**src/rtl/hazard_ctrl_seq.sv**
```systemverilog
// hazard_ctrl_seq: hazard controller for the 5-stage MIPS pipeline.
// Produces D/E forwarding selects, the load-use / fetch / memory / divider
// stall vectors and flushE. It also tracks the divider's busy time internally
// and runs the exception-redirect sequencer.
//
// Ports
//   clk, rst                  clock (rising edge), synchronous active-high reset
//   stallreq_if/_mem          fetch not ready / data access pending in M
//   rsD, rtD                  D-stage source registers
//   rsE, rtE, rdE             E-stage source registers / CP0 register index
//   div_startE                divide issued in E (level, held while stalled)
//   writereg{E,M,W}           destination register per stage
//   regwrite{E,M,W}           GPR write enable per stage
//   memtoregE                 E-stage instruction is a load
//   hilo_write{M,W}           HI/LO write in M/W
//   cp0_write{M,W}            CP0 write in M/W
//   excepttype, cp0_epc       exception code taken in M (nonzero), EPC value
//   fwd{a,b}D                 00 regfile, 10 from E, 01 from M
//   fwd{a,b}E                 00 regfile, 10 from M, 01 from W
//   fwdHiLoE, fwdCP0E         00 none, 10 from M, 01 from W
//   stallF..stallW            per-stage hold enables
//   flushE                    bubble into E
//   flush_all                 flush every stage
//   div_done                  one-cycle pulse when the quotient is valid
//   pc_redirect, newpc        registered redirect request and target PC
module hazard_ctrl_seq #(
  parameter int unsigned RW        = 5,
  parameter int unsigned DW        = 32,
  parameter int unsigned DIV_LAT   = 32,
  parameter int unsigned FLUSH_CYC = 1,
  parameter logic [DW-1:0] EXC_VEC   = 32'hBFC00380,
  parameter logic [DW-1:0] ERET_CODE = 32'h0000000E
) (
  input  logic          clk,
  input  logic          rst,
  input  logic          stallreq_if,
  input  logic          stallreq_mem,
  input  logic [RW-1:0] rsD,
  input  logic [RW-1:0] rtD,
  input  logic [RW-1:0] rsE,
  input  logic [RW-1:0] rtE,
  input  logic [RW-1:0] rdE,
  input  logic          div_startE,
  input  logic [RW-1:0] writeregE,
  input  logic [RW-1:0] writeregM,
  input  logic [RW-1:0] writeregW,
  input  logic          regwriteE,
  input  logic          regwriteM,
  input  logic          regwriteW,
  input  logic          memtoregE,
  input  logic          hilo_writeM,
  input  logic          hilo_writeW,
  input  logic          cp0_writeM,
  input  logic          cp0_writeW,
  input  logic [DW-1:0] excepttype,
  input  logic [DW-1:0] cp0_epc,
  output logic [1:0]    fwdaD,
  output logic [1:0]    fwdbD,
  output logic [1:0]    fwdaE,
  output logic [1:0]    fwdbE,
  output logic [1:0]    fwdHiLoE,
  output logic [1:0]    fwdCP0E,
  output logic          stallF,
  output logic          stallD,
  output logic          stallE,
  output logic          stallM,
  output logic          stallW,
  output logic          flushE,
  output logic          flush_all,
  output logic          div_done,
  output logic          pc_redirect,
  output logic [DW-1:0] newpc
);

  localparam int unsigned CW  = $clog2(DIV_LAT + 1);
  localparam int unsigned FCW = $clog2(FLUSH_CYC + 1);

  typedef enum logic [1:0] {
    S_IDLE  = 2'd0,
    S_FLUSH = 2'd1,
    S_REDIR = 2'd2
  } state_t;

  state_t         r_state, w_state_nxt;
  logic [FCW-1:0] r_fcnt;
  logic [DW-1:0]  r_newpc;
  logic           r_busy;
  logic [CW-1:0]  r_cnt;

  logic w_exc_det;
  logic w_flush_all;
  logic w_redirect;
  logic w_kill;
  logic w_lwstall;
  logic w_stall_div;

  // ---------------------------------------------------------------- forwarding
  always_comb begin
    fwdaD = 2'b00;
    fwdbD = 2'b00;
    fwdaE = 2'b00;
    fwdbE = 2'b00;
    fwdHiLoE = 2'b00;
    fwdCP0E  = 2'b00;

    if (rsD != '0 && regwriteE && rsD == writeregE)      fwdaD = 2'b10;
    else if (rsD != '0 && regwriteM && rsD == writeregM) fwdaD = 2'b01;
    if (rtD != '0 && regwriteE && rtD == writeregE)      fwdbD = 2'b10;
    else if (rtD != '0 && regwriteM && rtD == writeregM) fwdbD = 2'b01;

    if (rsE != '0 && regwriteM && rsE == writeregM)      fwdaE = 2'b10;
    else if (rsE != '0 && regwriteW && rsE == writeregW) fwdaE = 2'b01;
    if (rtE != '0 && regwriteM && rtE == writeregM)      fwdbE = 2'b10;
    else if (rtE != '0 && regwriteW && rtE == writeregW) fwdbE = 2'b01;

    if (hilo_writeM)      fwdHiLoE = 2'b10;
    else if (hilo_writeW) fwdHiLoE = 2'b01;

    if (cp0_writeM && rdE == writeregM)      fwdCP0E = 2'b10;
    else if (cp0_writeW && rdE == writeregW) fwdCP0E = 2'b01;
  end

  // ------------------------------------------------------- exception sequencer
  assign w_exc_det = (r_state == S_IDLE) && (excepttype != '0);

  always_comb begin
    w_state_nxt = r_state;
    w_flush_all = 1'b0;
    w_redirect  = 1'b0;
    case (r_state)
      S_IDLE: begin
        if (w_exc_det) begin
          w_flush_all = 1'b1;
          w_state_nxt = S_FLUSH;
        end
      end
      S_FLUSH: begin
        w_flush_all = 1'b1;
        if (r_fcnt == '0) w_state_nxt = S_REDIR;
      end
      S_REDIR: begin
        w_redirect = 1'b1;
        if (!stallreq_if) w_state_nxt = S_IDLE;
      end
      default: w_state_nxt = S_IDLE;
    endcase
  end

  always_ff @(posedge clk) begin
    if (rst) begin
      r_state <= S_IDLE;
      r_fcnt  <= '0;
      r_newpc <= '0;
    end else begin
      r_state <= w_state_nxt;
      // newpc is only captured on detection, so it stays stable until IDLE returns
      if (w_exc_det) begin
        r_newpc <= (excepttype == ERET_CODE) ? cp0_epc : EXC_VEC;
        r_fcnt  <= FCW'(FLUSH_CYC - 1);
      end else if (r_state == S_FLUSH && r_fcnt != '0) begin
        r_fcnt <= r_fcnt - FCW'(1);
      end
    end
  end

  assign w_kill = w_flush_all | w_redirect;

  // ------------------------------------------------------------------ divider
  // A start that arrives while the pipeline is being flushed belongs to a
  // squashed instruction, so it does not launch a divide.
  always_ff @(posedge clk) begin
    if (rst) begin
      r_busy <= 1'b0;
      r_cnt  <= '0;
    end else if (w_exc_det) begin
      r_busy <= 1'b0;
      r_cnt  <= '0;
    end else if (r_busy) begin
      if (r_cnt == '0) r_busy <= 1'b0;
      else             r_cnt  <= r_cnt - CW'(1);
    end else if (div_startE && !w_kill) begin
      r_busy <= 1'b1;
      r_cnt  <= CW'(DIV_LAT - 1);
    end
  end

  assign w_stall_div = (div_startE & ~r_busy) | (r_busy & (r_cnt != '0));
  assign div_done    = r_busy & (r_cnt == '0) & ~w_exc_det;

  // ------------------------------------------------------------------- stalls
  assign w_lwstall = memtoregE & regwriteE & (writeregE != '0) &
                     ((writeregE == rsD) | (writeregE == rtD));

  assign stallF = ~w_kill & (w_stall_div | w_lwstall | stallreq_if | stallreq_mem);
  assign stallD = ~w_kill & (w_stall_div | w_lwstall | stallreq_mem);
  assign stallE = ~w_kill & (w_stall_div | stallreq_mem);
  assign stallM = ~w_kill & stallreq_mem;
  assign stallW = 1'b0;
  assign flushE = ~w_kill & w_lwstall & ~(w_stall_div | stallreq_mem);

  assign flush_all   = w_flush_all;
  assign pc_redirect = w_redirect;
  assign newpc       = r_newpc;

endmodule
```
**config.mk**
```make
export PLATFORM = sky130hd
export DESIGN_NAME = hazard_ctrl_seq
export DESIGN_NICKNAME = d
export VERILOG_FILES = /design/src/rtl/hazard_ctrl_seq.sv
export SDC_FILE = /design/constraint.sdc
export NUM_CORES = 1
export LEC_CHECK = 0
export ABC_AREA = 1
export BUFFER_PORTS_ARGS = -buffer_cell sky130_fd_sc_hd__buf_2
export CORE_MARGIN = 4
export CORE_UTILIZATION = 36
export CTS_BUF_LIST = sky130_fd_sc_hd__clkbuf_2 sky130_fd_sc_hd__clkbuf_4 sky130_fd_sc_hd__clkbuf_8
export DETAILED_ROUTE_END_ITERATION = 6
export HOLD_SLACK_MARGIN = 0.15
export PLACE_DENSITY = 0.7
export RECOVER_POWER = 25
export SLEW_MARGIN = 20
export SYNTH_ARGS = -nofsm -noshare
export SYNTH_HDL_FRONTEND = slang
export SYNTH_SLANG_ARGS = --single-unit
```
**constraint.sdc**
```tcl
create_clock -name clk -period 2.8 [get_ports clk]
set_clock_uncertainty 0.2 [all_clocks]
set_input_delay 0.56 -clock clk [delete_from_list [all_inputs] [get_ports clk]]
set_output_delay 0.56 -clock clk [all_outputs]
set_load 0.05 [all_outputs]
```
==> Word level (Yosys, flattened, before mapping) <==
Index checks and enable logic that the tools add are counted.
{ "totals": {"register_bits": 42, "word_cells": 112} }
{ "classes": {"n_addsub": 2, "n_eq_ne": 19, "n_mux": 26, "n_bitwise": 25, "n_reduce_logical": 35} }
{ "ops": {"columns": ["operator", "count"], "rows": [
  ["$eq A5 B5 Y1", 12],
  ["$eq A32 B4 Y1 const B", 1],
  ["$mux W32", 1],
  ["$reduce_bool A32 Y1", 1],
  ["$reduce_bool A5 Y1", 5],
  ["$logic_and A1 B1 Y1", 21],
  ["$mux W2", 9],
  ["$mux W6", 3],
  ["$and A1 B1 Y1", 13],
  ["$mux W1", 11],
  ["$ne A2 B2 Y1 const B", 4],
  ["$or A1 B1 Y1", 8],
  ["$logic_not A6 Y1", 1],
  ["$pmux W2 S3", 1],
  ["$reduce_bool A6 Y1", 1],
  ["$sub A6 B1 Y6 const B", 1],
  ["$not A1 Y1", 4],
  ["$reduce_and A3 Y1", 1],
  ["$eq A2 B1 Y1 const B", 1],
  ["$eq A2 B2 Y1 const B", 1],
  ["$logic_not A2 Y1", 1],
  ["$pmux W1 S2", 1],
  ["$reduce_and A2 Y1", 1],
  ["$reduce_bool A2 Y1", 1],
  ["3 further kinds", 3]
]} }

==> Depth between registers and ports, before layout <==
Gate-level depths: netlist of the first run.
{ "logic_depth": {"depth_word": 9, "ltp_mapped": 12, "ltp_nobuf": 11} }

==> Worst setup path after synthesis of the first run <==
OpenSTA, ideal clock, no wires.
{ "synth_path": {"kind": "input port to output port", "from": "input writeregM[2]", "to": "output fwdaE[0]", "arrival_ns": 3.300, "required_ns": 2.040, "path_slack_ns": -1.260, "path_stages": 5, "path_cell_list": "clkbuf_1 > xnor2_1 > o211ai_1 > nor4_1 > nor2_1"} }
{ "synth_between": {"elab_chain_cells": 3} }
{ "synth_lines": {"columns": ["item", "line", "rtl"], "rows": [
  ["start: declaration", "45", "input logic [RW-1:0] writeregM,"],
  ["$eq A5 B5 Y1", "111", "if (rsE != '0 && regwriteM && rsE == writeregM) fwdaE = 2'b10;"],
  ["$logic_and A1 B1 Y1", "111", null],
  ["$mux W2", "111", null],
  ["end: declaration", "59", "output logic [1:0] fwdaE,"]
]} }
Every way passes these cells.

==> Worst setup path after layout of the first run <==
{ "layout_path": {"from": "input writeregM[4]", "to": "output fwdbE[1]"} }
{ "layout_between": {"elab_chain_cells": 3} }
{ "layout_lines": {"columns": ["item", "line", "rtl"], "rows": [
  ["$eq A5 B5 Y1", "113", "if (rtE != '0 && regwriteM && rtE == writeregM) fwdbE = 2'b10;"],
  ["$logic_and A1 B1 Y1", "113", null],
  ["$mux W2", "113", null],
  ["end: declaration", "60", "output logic [1:0] fwdbE,"]
]} }
Every way passes these cells.

==> results.md, run 1 <==
* Number of remaining DRC errors at 0
* Leak at about 1.8 nW
* RD Place Congestion at 0.907
* Routed wire per std cell at roughly 13 um
* Routed wire length at 8330 um
* Slowest-stage cell, CP: nor4_4
* Maximum vdd drop at 0.255 mV
* Synth Area in Simple Gates at 32.8%
* Clock Latency Late Sink at approximately 0.29 ns
* Total CTS buffers at 5
* Antenna cells at 0
* RSZ-0062 raised after global routing: no
* Die width at 93.5 um
* CP Buf/Inv Count at 3
* Via density at 4.84
* Worst stage delay on the critical path at ~0.36 ns
* Post-CTS setup buffer count at 0
* GRT Util Overall at 18.7%
* Outcome: complete, no violations
* Critical Path RT at 2.04 ns
* Achievable Freq at 0.387 GHz
* IO buf count at between 150 and 200
* I/O Pins at 170
* Power Dens Cells at ~410 nW/um2
* Slew Limit Fails at 0
* Max_cap viols at 0
* Post-synth cell types at 32
* Instance count of the mapped netlist at 401
* Synth Area in Adders at 0.951%
* Crit path arrival time at 1.82 ns
* Post-synthesis mux area share at 0%
* CP max FO at 5
* Compound-gate portion of the synthesized area at around 16%
* Startpoint Class: input port
* Final core occ at 52.9%
* Final period util at 92.3%
* Area growth, synth to finish at 39.6%
* Setup violators final at 0
* Syn Nets at 520
* HPWL Detailed at 6860 um
* Post-Layout Cell Count at about 660
* # rows at 30
* Vias in the first global route at 2990
* Full die area at 8750 um2
* Reg clk slew, reported paths at 0.07 ns
* CP Capture Type: output pin
* Layout cells sized above 1 at 31.1%
* Seq cells post-synth at 42
* Post-synthesis sequential area ratio at a little under a third
* Critical path class: input port to output pin
* Worst-Margin Slew at 0.624 ns
* Initial core utilization at 37.9%
* Antenna violations before repair at 0
* Post-Synth XOR/XNOR Area at about 8.7%
* Routed Antenna Nets at 0
* Post-route setup slack at 0.217 ns
* Largest net degree at the start of global routing at 33
* Initial drt markers at 131
* Total power at 1.49 mW
* Clock buffer depth at 2
* Crit-path cells: buf_2, inv_1, o21ai_0, nor2_1, nand3_1, nor4_4, buf_2
* TritonCTS Sinks at 42
* Shortest period the worst path allows at 2.58 ns
* GRT overflow at 0
* Die Span Y at 93.5 um
* Worst hold path class: input port to register
* Final hold violation count at 0
* Synth Cell Area at ~2600 um2
* Nets@finish at 684
* Most used cell, CP: buf_2
* Post-CTS Hold Buffers at 0
* Syn. warnings at 0
* First-pass GRT wire length at ~13000 um
* Via count at 3202
* DP Area at 3590 um2
* DP Worst Slack at 0.125 ns
* CTS tree: built
* # placed instances at approximately 650
* Core area at 6940 um2
* H-tree levels at 2
* Largest delay share family, worst path: buffers and inverters
* Largest family of logic cells by synthesized area: simple AND/OR/NAND/NOR gates
* Avg Cell Area, Syn at between 6 and 7 um2
* Max-slew headroom at 58.0%
* Root Buffer: clkbuf_8
* Drt pass-1 iters at 4
* Fin area at 3680 um2
area by class of cell:
cell class | instances | area (um2)
clock buffers | 7 | 90.1
flip-flops and latches | 42 | 841
inverters | 42 | 158
multi-input cells | 302 | 1600
repair buffers | 172 | 855
clock inverters | 1 | 8.76
fillers | 717 | 3270
well taps | 96 | 120
cell usage in the layout, fill, tap and decap left out, types with 3 or more instances in the layout:
cell | Yosys | routed
o22ai_1 | 7 | 7
nor2_1 | 70 | 69
nor4_1 | 6 | 4
nor3_1 | 8 | 4
xor2_1 | 12 | 12
inv_1 | 39 | 39
clkbuf_1 | 7 | 22
xnor2_1 | 14 | 14
nand2_1 | 67 | 66
o211ai_1 | 3 | 3
dfxtp_1 | 42 | 42
nand4_1 | 5 | 5
nor3_2 | 0 | 3
o21ai_0 | 32 | 32
clkbuf_8 | 0 | 6
nand2_2 | 2 | 3
a211oi_1 | 3 | 3
buf_2 | 2 | 143
o21ai_1 | 11 | 11
buf_4 | 3 | 5
a21oi_1 | 15 | 15
nand3_1 | 33 | 33
final timing paths:
| path | to | slack [ns] | from | depth (start not counted) |
|---|---|---|---|---|
| setup / recovery | fwdbE[1] | 0.22 | writeregM[4] | 7 |
| setup reg to reg | r_cnt[4] | 1.03 | r_cnt[0] | 8 |
| hold / removal | r_state[1] | 0.27 | rst | 2 |
| hold reg to reg | r_fcnt | 0.27 | r_fcnt | 2 |
cells by family (layout without fill, tap and decap cells):
kind of cell,after synthesis,after routing
adders and majority gates,2,2
AOI/OAI and AO/OA,76,76
other,1,1
DFF,42,42
xor gates and xnor gates,26,26
and+or+nand+nor,197,197
buffers and inverters,57,222
what timing repair did:
| action | in CTS | in global routing |
|---|---|---|
| endpoints found under the setup margin | 0 | 4 |
| resized for setup | 0 | 8 |
| hold endpoints to repair | 0 | 0 |
per-stage QoR:
stage	setup TNS [ns]	hold slack [ns]
5_1_grt	0	0.265
2_1_floorplan	-0.505	0.238
3_5_place_dp	0	0.255
4_1_cts	0	0.254
3_3_place_gp	0	0.249
6_report	0	0.267
power by group:
part	total [mW]	switching [mW]	internal [mW]	leakage (nW)
clock network	0.418	0.205	0.213	0.0523
logic	0.442	0.291	0.150	1.43
registers	0.634	0.0132	0.621	0.343
state kept, by name (all words and copies together), names as in the netlist:
signal   count
r_busy       1
newpc       32
r_fcnt       1
r_state      2
r_cnt        6
synth_stat cells:
| library cell | number | area share, % |
|---|---|---|
| nor2_1 | 70 | 10 |
| nor3_1 | 8 | 1.5 |
| o21ai_1 | 11 | 2.1 |
| buf_4 | 3 | 0.86 |
| nor2_2 | 2 | 0.48 |
| conb_1 | 1 | 0.14 |
| nand4_1 | 5 | 1.2 |
| a21oi_1 | 15 | 2.9 |
| a211oi_1 | 3 | 0.86 |
| a221oi_1 | 2 | 0.67 |
| buf_6 | 3 | 1.3 |
| nand2_1 | 67 | 9.6 |
| clkbuf_1 | 7 | 1.0 |
| nor4_1 | 6 | 1.4 |
| o22ai_1 | 7 | 1.7 |
| inv_2 | 2 | 0.29 |
| o21ai_0 | 32 | 6.1 |
| o211ai_1 | 3 | 0.86 |
| nor4_4 | 1 | 0.81 |
| inv_1 | 39 | 5.6 |
| or2_2 | 1 | 0.24 |
| a21boi_0 | 1 | 0.29 |
| nand2_4 | 2 | 0.86 |
| o2111ai_1 | 2 | 0.67 |
| xor2_1 | 12 | 4.0 |
| nand3_1 | 33 | 6.3 |
| nand2_2 | 2 | 0.48 |
| clkinv_1 | 1 | 0.14 |
| buf_2 | 2 | 0.38 |
| ha_1 | 2 | 0.95 |
| xnor2_1 | 14 | 4.7 |
| dfxtp_1 | 42 | 32 |
metal layers:
layer / track usage [%] / routed length, um / vias up
met1: 23.2 / 3500 / 1415
met4: 5.74 / 141 / 0
met3: 5.23 / 787 / 12
li1: - / - / 1647
met2: 31.1 / 3900 / 128
met5: 0 / 0 / -
(Power assumes the default switching activity.)
==> inputs of run 2 (changes only) <==
- PLACE_DENSITY: 0.7 -> 0.69
- clock period: 2.8 -> 3.19 ns (I/O delays scaled with it)
==> run 2 against run 1 <==
  * Setup slack better by 0.15 ns
  * Hold slack worse by 0.00074 ns
  * Critical endpoint is now flushE
  * Clock power down 23%
  * First-iteration DRC count down 47%
  * Largest cell class unchanged
  * Register-to-register slack better by 0.37 ns
  * Global-route usage down 0.43 points
  * Utilization down 0.86 points
  * Cell count down 0.30%
  * Combinational power down 14%
  * Sequential power down 12%
==> results.md, run 2 (synthesis gave the netlist of run 1 again) <==
* Outcome: complete, no violations
* CP Capture Type: output pin
* H-tree levels at 2
* Initial core utilization at a little under two fifths
* Met1 Resource Use GR at a little over a fifth
* RSZ-0062 raised after global routing: no
* FF-to-FF End: r_cnt[4]
* GRT Util Overall at 18.2%
* Worst Setup SP: excepttype[29]
* DP Area at 3560 um2
* Worst hold path class: register to register
* Layout cells sized above 1 at between 30 and 40%
* Most frequent cells in the layout: 146 x buf_2, 70 x nor2_1, 67 x nand2_1
* Met2 GRT Util at 32.0%
* Leak at 1.80 nW
* Power Dens Cells at 349 nW/um2
* Reg clk slew, reported paths at 0.08 ns
* IO buf count at 168
* Antenna cells at 0
* R2R cell count at 8
* GRT overflow at 0
* Hold Path Cell Cnt at 2
* Clock buffer depth at 2
* Final core occ at 52.1%
* Final period util at between 80 and 90%
* Post-CTS Hold Buffers at 0
* # placed instances at roughly 650
* Maximum vdd drop at 0.277 mV
* Critical path class: input port to output pin
* I/O Pins at 170
* Die width at 93.5 um
* Met3 Use GR at 5.79%
* Area growth, synth to finish at 37.4%
* Setup violators final at 0
* Clock Latency Late Sink at 0.29 ns
* Critical Path RT at 2.35 ns
* Largest register FFs at 32
* Max_cap viols at 0
* # rows at 30
* Slew Limit Fails at 0
* Total CTS buffers at 5
* Vias in the first global route at 3050
* Worst hold slack at 0.267 ns
* Achievable Freq at 0.354 GHz
* Startpoint Class: input port
* Most common cell after layout, fill and taps aside: buf_2
* Post-CTS setup buffer count at 0
* Routed Antenna Nets at 0
* Worst-Margin Slew at 0.628 ns
* Root Buffer: clkbuf_8
* Core area at 6940 um2
* Routed wire per std cell at 12.5 um
* Worst setup endpoint: flushE
* Initial drt markers at 70
* Largest net degree at the start of global routing at 33
* First-pass GRT wire length at 13300 um
* HPWL Detailed at just under 7000 um
* Shortest period the worst path allows at roughly 2.8 ns
* Final hold violation count at 0
* Sum Neg Setup Slack at 0 ns
* Total power at 1.26 mW
* Crit path arrival time at 1.98 ns
* Full die area at 8750 um2
* CTS tree: built
* Register-to-register setup slack at 1.40 ns
* CP max FO at 4
* Routed wire length at between 8000 and 9000 um
* DP Worst Slack at 0.340 ns
* Nets@finish at 683
* Drt pass-1 iters at 4
* Max-slew headroom at 58.3%
* Via count at between 3000 and 4000
* Layer with the highest usage: met2
* Reg-to-reg startpoint: r_cnt[0]
* Die Span Y at 93.5 um
* Antenna violations before repair at 0
* Fin area at 3620 um2
* Post-CTS resize count at 0
* Post-Layout Cell Count at between 600 and 700
* TritonCTS Sinks at 42
* Post-route setup slack at around 0.37 ns
* RD Place Congestion at 0.881
* Number of remaining DRC errors at 0
* Via density at 4.80
-- run 2: cell types whose count changed in the layout (fill, tap and decap cells not counted) --
cell,previous run,this run
clkbuf_4,2,0
nand2_1,66,67
nor2_1,69,70
buf_4,5,3
nor2_2,1,2
buf_2,143,146
nand2_2,3,2
nor3_4,1,0
clkinv_2,0,2
nor3_2,3,4
clkbuf_8,6,5
inv_6,1,0
nor2_4,2,0
buf_6,1,0
-- run 2: critical path: stages --
cell     delay, ns
buf_2         0.10
nor2_1        0.10
nand2_1       0.05
nor2_1        0.12
nand2_2       0.10
nor2_2        0.18
nand2_1       0.07
nand2_1       0.14
nand2_1       0.11
nor2_1        0.10
buf_2         0.27
-- run 2: final cells by class --
type / count / area, um2
Inverter: 42 / 158
Fill cell: 735 / 3330
Timing Repair Buffer: 171 / 836
Clock inverter: 2 / 10.0
Clock buffer: 5 / 68.8
Multi-Input combinational cell: 302 / 1580
Tap cell: 96 / 120
Sequential cell: 42 / 841
-- run 2: worst min-delay path by stage --
stage | start | endpoint | slack [ns]
global placement | r_fcnt | r_fcnt | 0.25
CTS | r_fcnt | r_fcnt | 0.27
detailed placement | r_fcnt | r_fcnt | 0.25
global route | newpc[3] | newpc[3] | 0.30
finish | r_fcnt | r_fcnt | 0.27
floorplan | r_fcnt | r_state[0] | 0.24
-- run 2: per-layer routing --
metal	vias up	wire length (um)	share of wire [%]
met5	-	0	0
met4	0	51	0.62
met3	6	889	11
met2	136	3900	47
met1	1389	3440	42
li1	1634	-	-
-- run 2: report_power, final --
| part | internal [mW] | switching (mW) | leakage [nW] |
|---|---|---|---|
| Combinational | 0.129 | 0.253 | 1.42 |
| Sequential | 0.545 | 0.0122 | 0.343 |
| Clock | 0.147 | 0.175 | 0.0438 |
| Total | 0.821 | 0.440 | 1.80 |
==> inputs of run 3 (changes only) <==
- GPL_ROUTABILITY_DRIVEN: unset -> 0
- REMOVE_ABC_BUFFERS: unset -> 1
==> run 3 against run 2 <==
  * Maximum frequency is 0.23% lower
  * First-iteration DRC count is 39% higher
  * Setup slack worse by 0.0065 ns
  * Sequential cell count stayed put
  * Non-clock buffer count is 1 lower
  * Die area stayed put
  * Total power is 7.7% higher
  * Cell count is 0.15% lower
  * Utilization is 0.22 points lower
  * Combinational power is 2% lower
  * Clock power is 32% higher
  * Final area is 0.42% lower
  * Critical endpoint is now stallF
  * Highest routed layer unchanged
==> results.md, run 3 (synthesis gave the netlist of run 1 again) <==
* Outcome: complete, no violations
* Total power at 1.36 mW
* Area growth, synth to finish at 36.8%
* Int Pwr at about 920 uW
* Post-CTS resize count at 0
* Reg-to-reg startpoint: r_cnt[0]
* Via count at 3177
* CP Buf/Inv Count at 2
* Final period util at 88.7%
* GRT Util Overall at 18.9%
* Nets@finish at 682
* R2R cell count at 8
* Total CTS buffers at 5
* Achievable Freq at about 0.35 GHz
* Vias in the first global route at around 3100
* Worst hold path class: register to register
* TritonCTS Sinks at 42
* Combinational share of power at between 20% and 30%
* I/O Pins at 170
* Layout cells sized above 1 at 29.3%
* Drt pass-1 iters at 4
* # rows at 30
* CP max FO at 4
* Filler cells at 705
* Clock Latency Late Sink at 0.29 ns
* Critical Path RT at around 2.4 ns
* Register-to-register setup slack at 1.45 ns
* Reg clk slew, reported paths at 0.08 ns
* DP Worst Slack at 0.334 ns
* Maximum vdd drop at around 0.32 mV
* Final hold violation count at 0
* Initial drt markers at 97
* Net Sw Frac at 32.0%
* Shortest period the worst path allows at 2.83 ns
* Root Buffer: clkbuf_8
* Full die area at 8750 um2
* Worst stage delay on the critical path at approximately 0.27 ns
* Worst hold start: r_fcnt
* Crit-path cells: buf_2, nor2_1, nand2_1, nor2_1, nand2_1, nor2_2, nand2_1, nand2_1, nand2_1, nand3_1, buf_2
* Post-route setup slack at 0.362 ns
* Largest net degree at the start of global routing at 35
* Number of remaining DRC errors at 0
* Routed wire length at 8300 um
* Worst-Margin Slew at 0.833 ns
* HPWL Detailed at 6750 um
* Critical path class: input port to output pin
* Post-Layout Cell Count at about 660
* Routed Antenna Nets at 0
* Fin area at roughly 3600 um2
* FF-to-FF End: r_cnt[4]
* Die Span Y at 93.5 um
* Most used cell, CP: nand2_1
* Flop pwr share at 41.0%
* Slowest-stage cell, CP: buf_2
* Via density at between 4 and 5
* Max_cap viols at 0
* Initial core utilization at 37.9%
* First-pass GRT wire length at 13600 um
* Clock buffer depth at 2
* Startpoint Class: input port
* RSZ-0062 raised after global routing: no
* Die width at between 90 and 100 um
* Largest register FFs at 32
* GRT overflow at 0
* Sw power at around 430 uW
* Most frequent cells in the layout: 146 x buf_2, 70 x nor2_1, 67 x nand2_1
* Post-CTS setup buffer count at 0
* Leak at 1.80 nW
* Antenna violations before repair at 0
* Slew Limit Fails at 0
* Largest delay share family, worst path: simple AND/OR/NAND/NOR gates
* CP Capture Type: output pin
* DP Area at 3520 um2
* Most common cell after layout, fill and taps aside: buf_2
* Clock network power share at 31.2%
* Antenna cells at 0
* Power Dens Cells at 377 nW/um2
* H-tree levels at 2
* Hold Path Cell Cnt at 2
* CTS tree: built
* Routed wire per std cell at 12.6 um
* Post-CTS Hold Buffers at 0
* Hold endpoint: r_fcnt
* Setup violators final at 0
* # placed instances at 652
* Crit path arrival time at 1.99 ns
* IO buf count at ~170
* Core area at roughly 6900 um2
* Max-slew headroom at around 44%
## run 3: worst max path at each step
stage / cells past startpoint / startpoint / to / slack [ns]
floorplan: 6 / writeregM[3] / fwdaE[0] / -0.82
global placement: 11 / excepttype[5] / stallF / 0.38
detailed placement: 11 / excepttype[5] / stallF / 0.33
CTS: 11 / excepttype[5] / stallF / 0.33
global route: 11 / excepttype[5] / stallF / 0.11
finish: 11 / excepttype[5] / stallF / 0.36
## run 3: routing by layer
metal / wire (um) / vias to the layer above / global-route usage [%]
met1: 3460 / 1360 / 22.7
met2: 3800 / 163 / 32.3
met5: 0 / - / 0
met4: 136 / 0 / 6.47
li1: - / 1638 / -
met3: 897 / 16 / 4.99
## run 3: power by group through the flow
stage	sequential, mW	clock (mW)	combinational, mW
after floorplan	0.626	0	0.166
after global placement	0.569	0	0.375
after detailed placement	0.569	0	0.380
after CTS	0.557	0.442	0.381
after global routing	0.560	0.461	0.416
final	0.557	0.424	0.376
## run 3: stage by stage
step           util [%]  hold WS (ns)  TNS, ns
2_1_floorplan         -         0.238    -3.05
3_3_place_gp       50.6         0.251        0
3_5_place_dp       50.6         0.266        0
4_1_cts            52.3         0.278        0
5_1_grt            51.9         0.305        0
6_report           51.9         0.274        0
## run 3: layout make-up
| cell class | instances | area [um2] | area share [%] |
|---|---|---|---|
| well taps | 96 | 120 | 3.34 |
| flip-flops and latches | 42 | 841 | 23.3 |
| clock inverters | 1 | 30.0 | 0.834 |
| repair buffers | 170 | 828 | 23.0 |
| inverters | 42 | 158 | 4.38 |
| clock buffers | 6 | 82.6 | 2.29 |
| multi-input cells | 302 | 1540 | 42.8 |
## run 3: tightest hold or removal path, stage by stage (launching register included)
cell	delay (ns)
dfxtp_1	0.32
inv_1	0.06
nor3_1	0.05
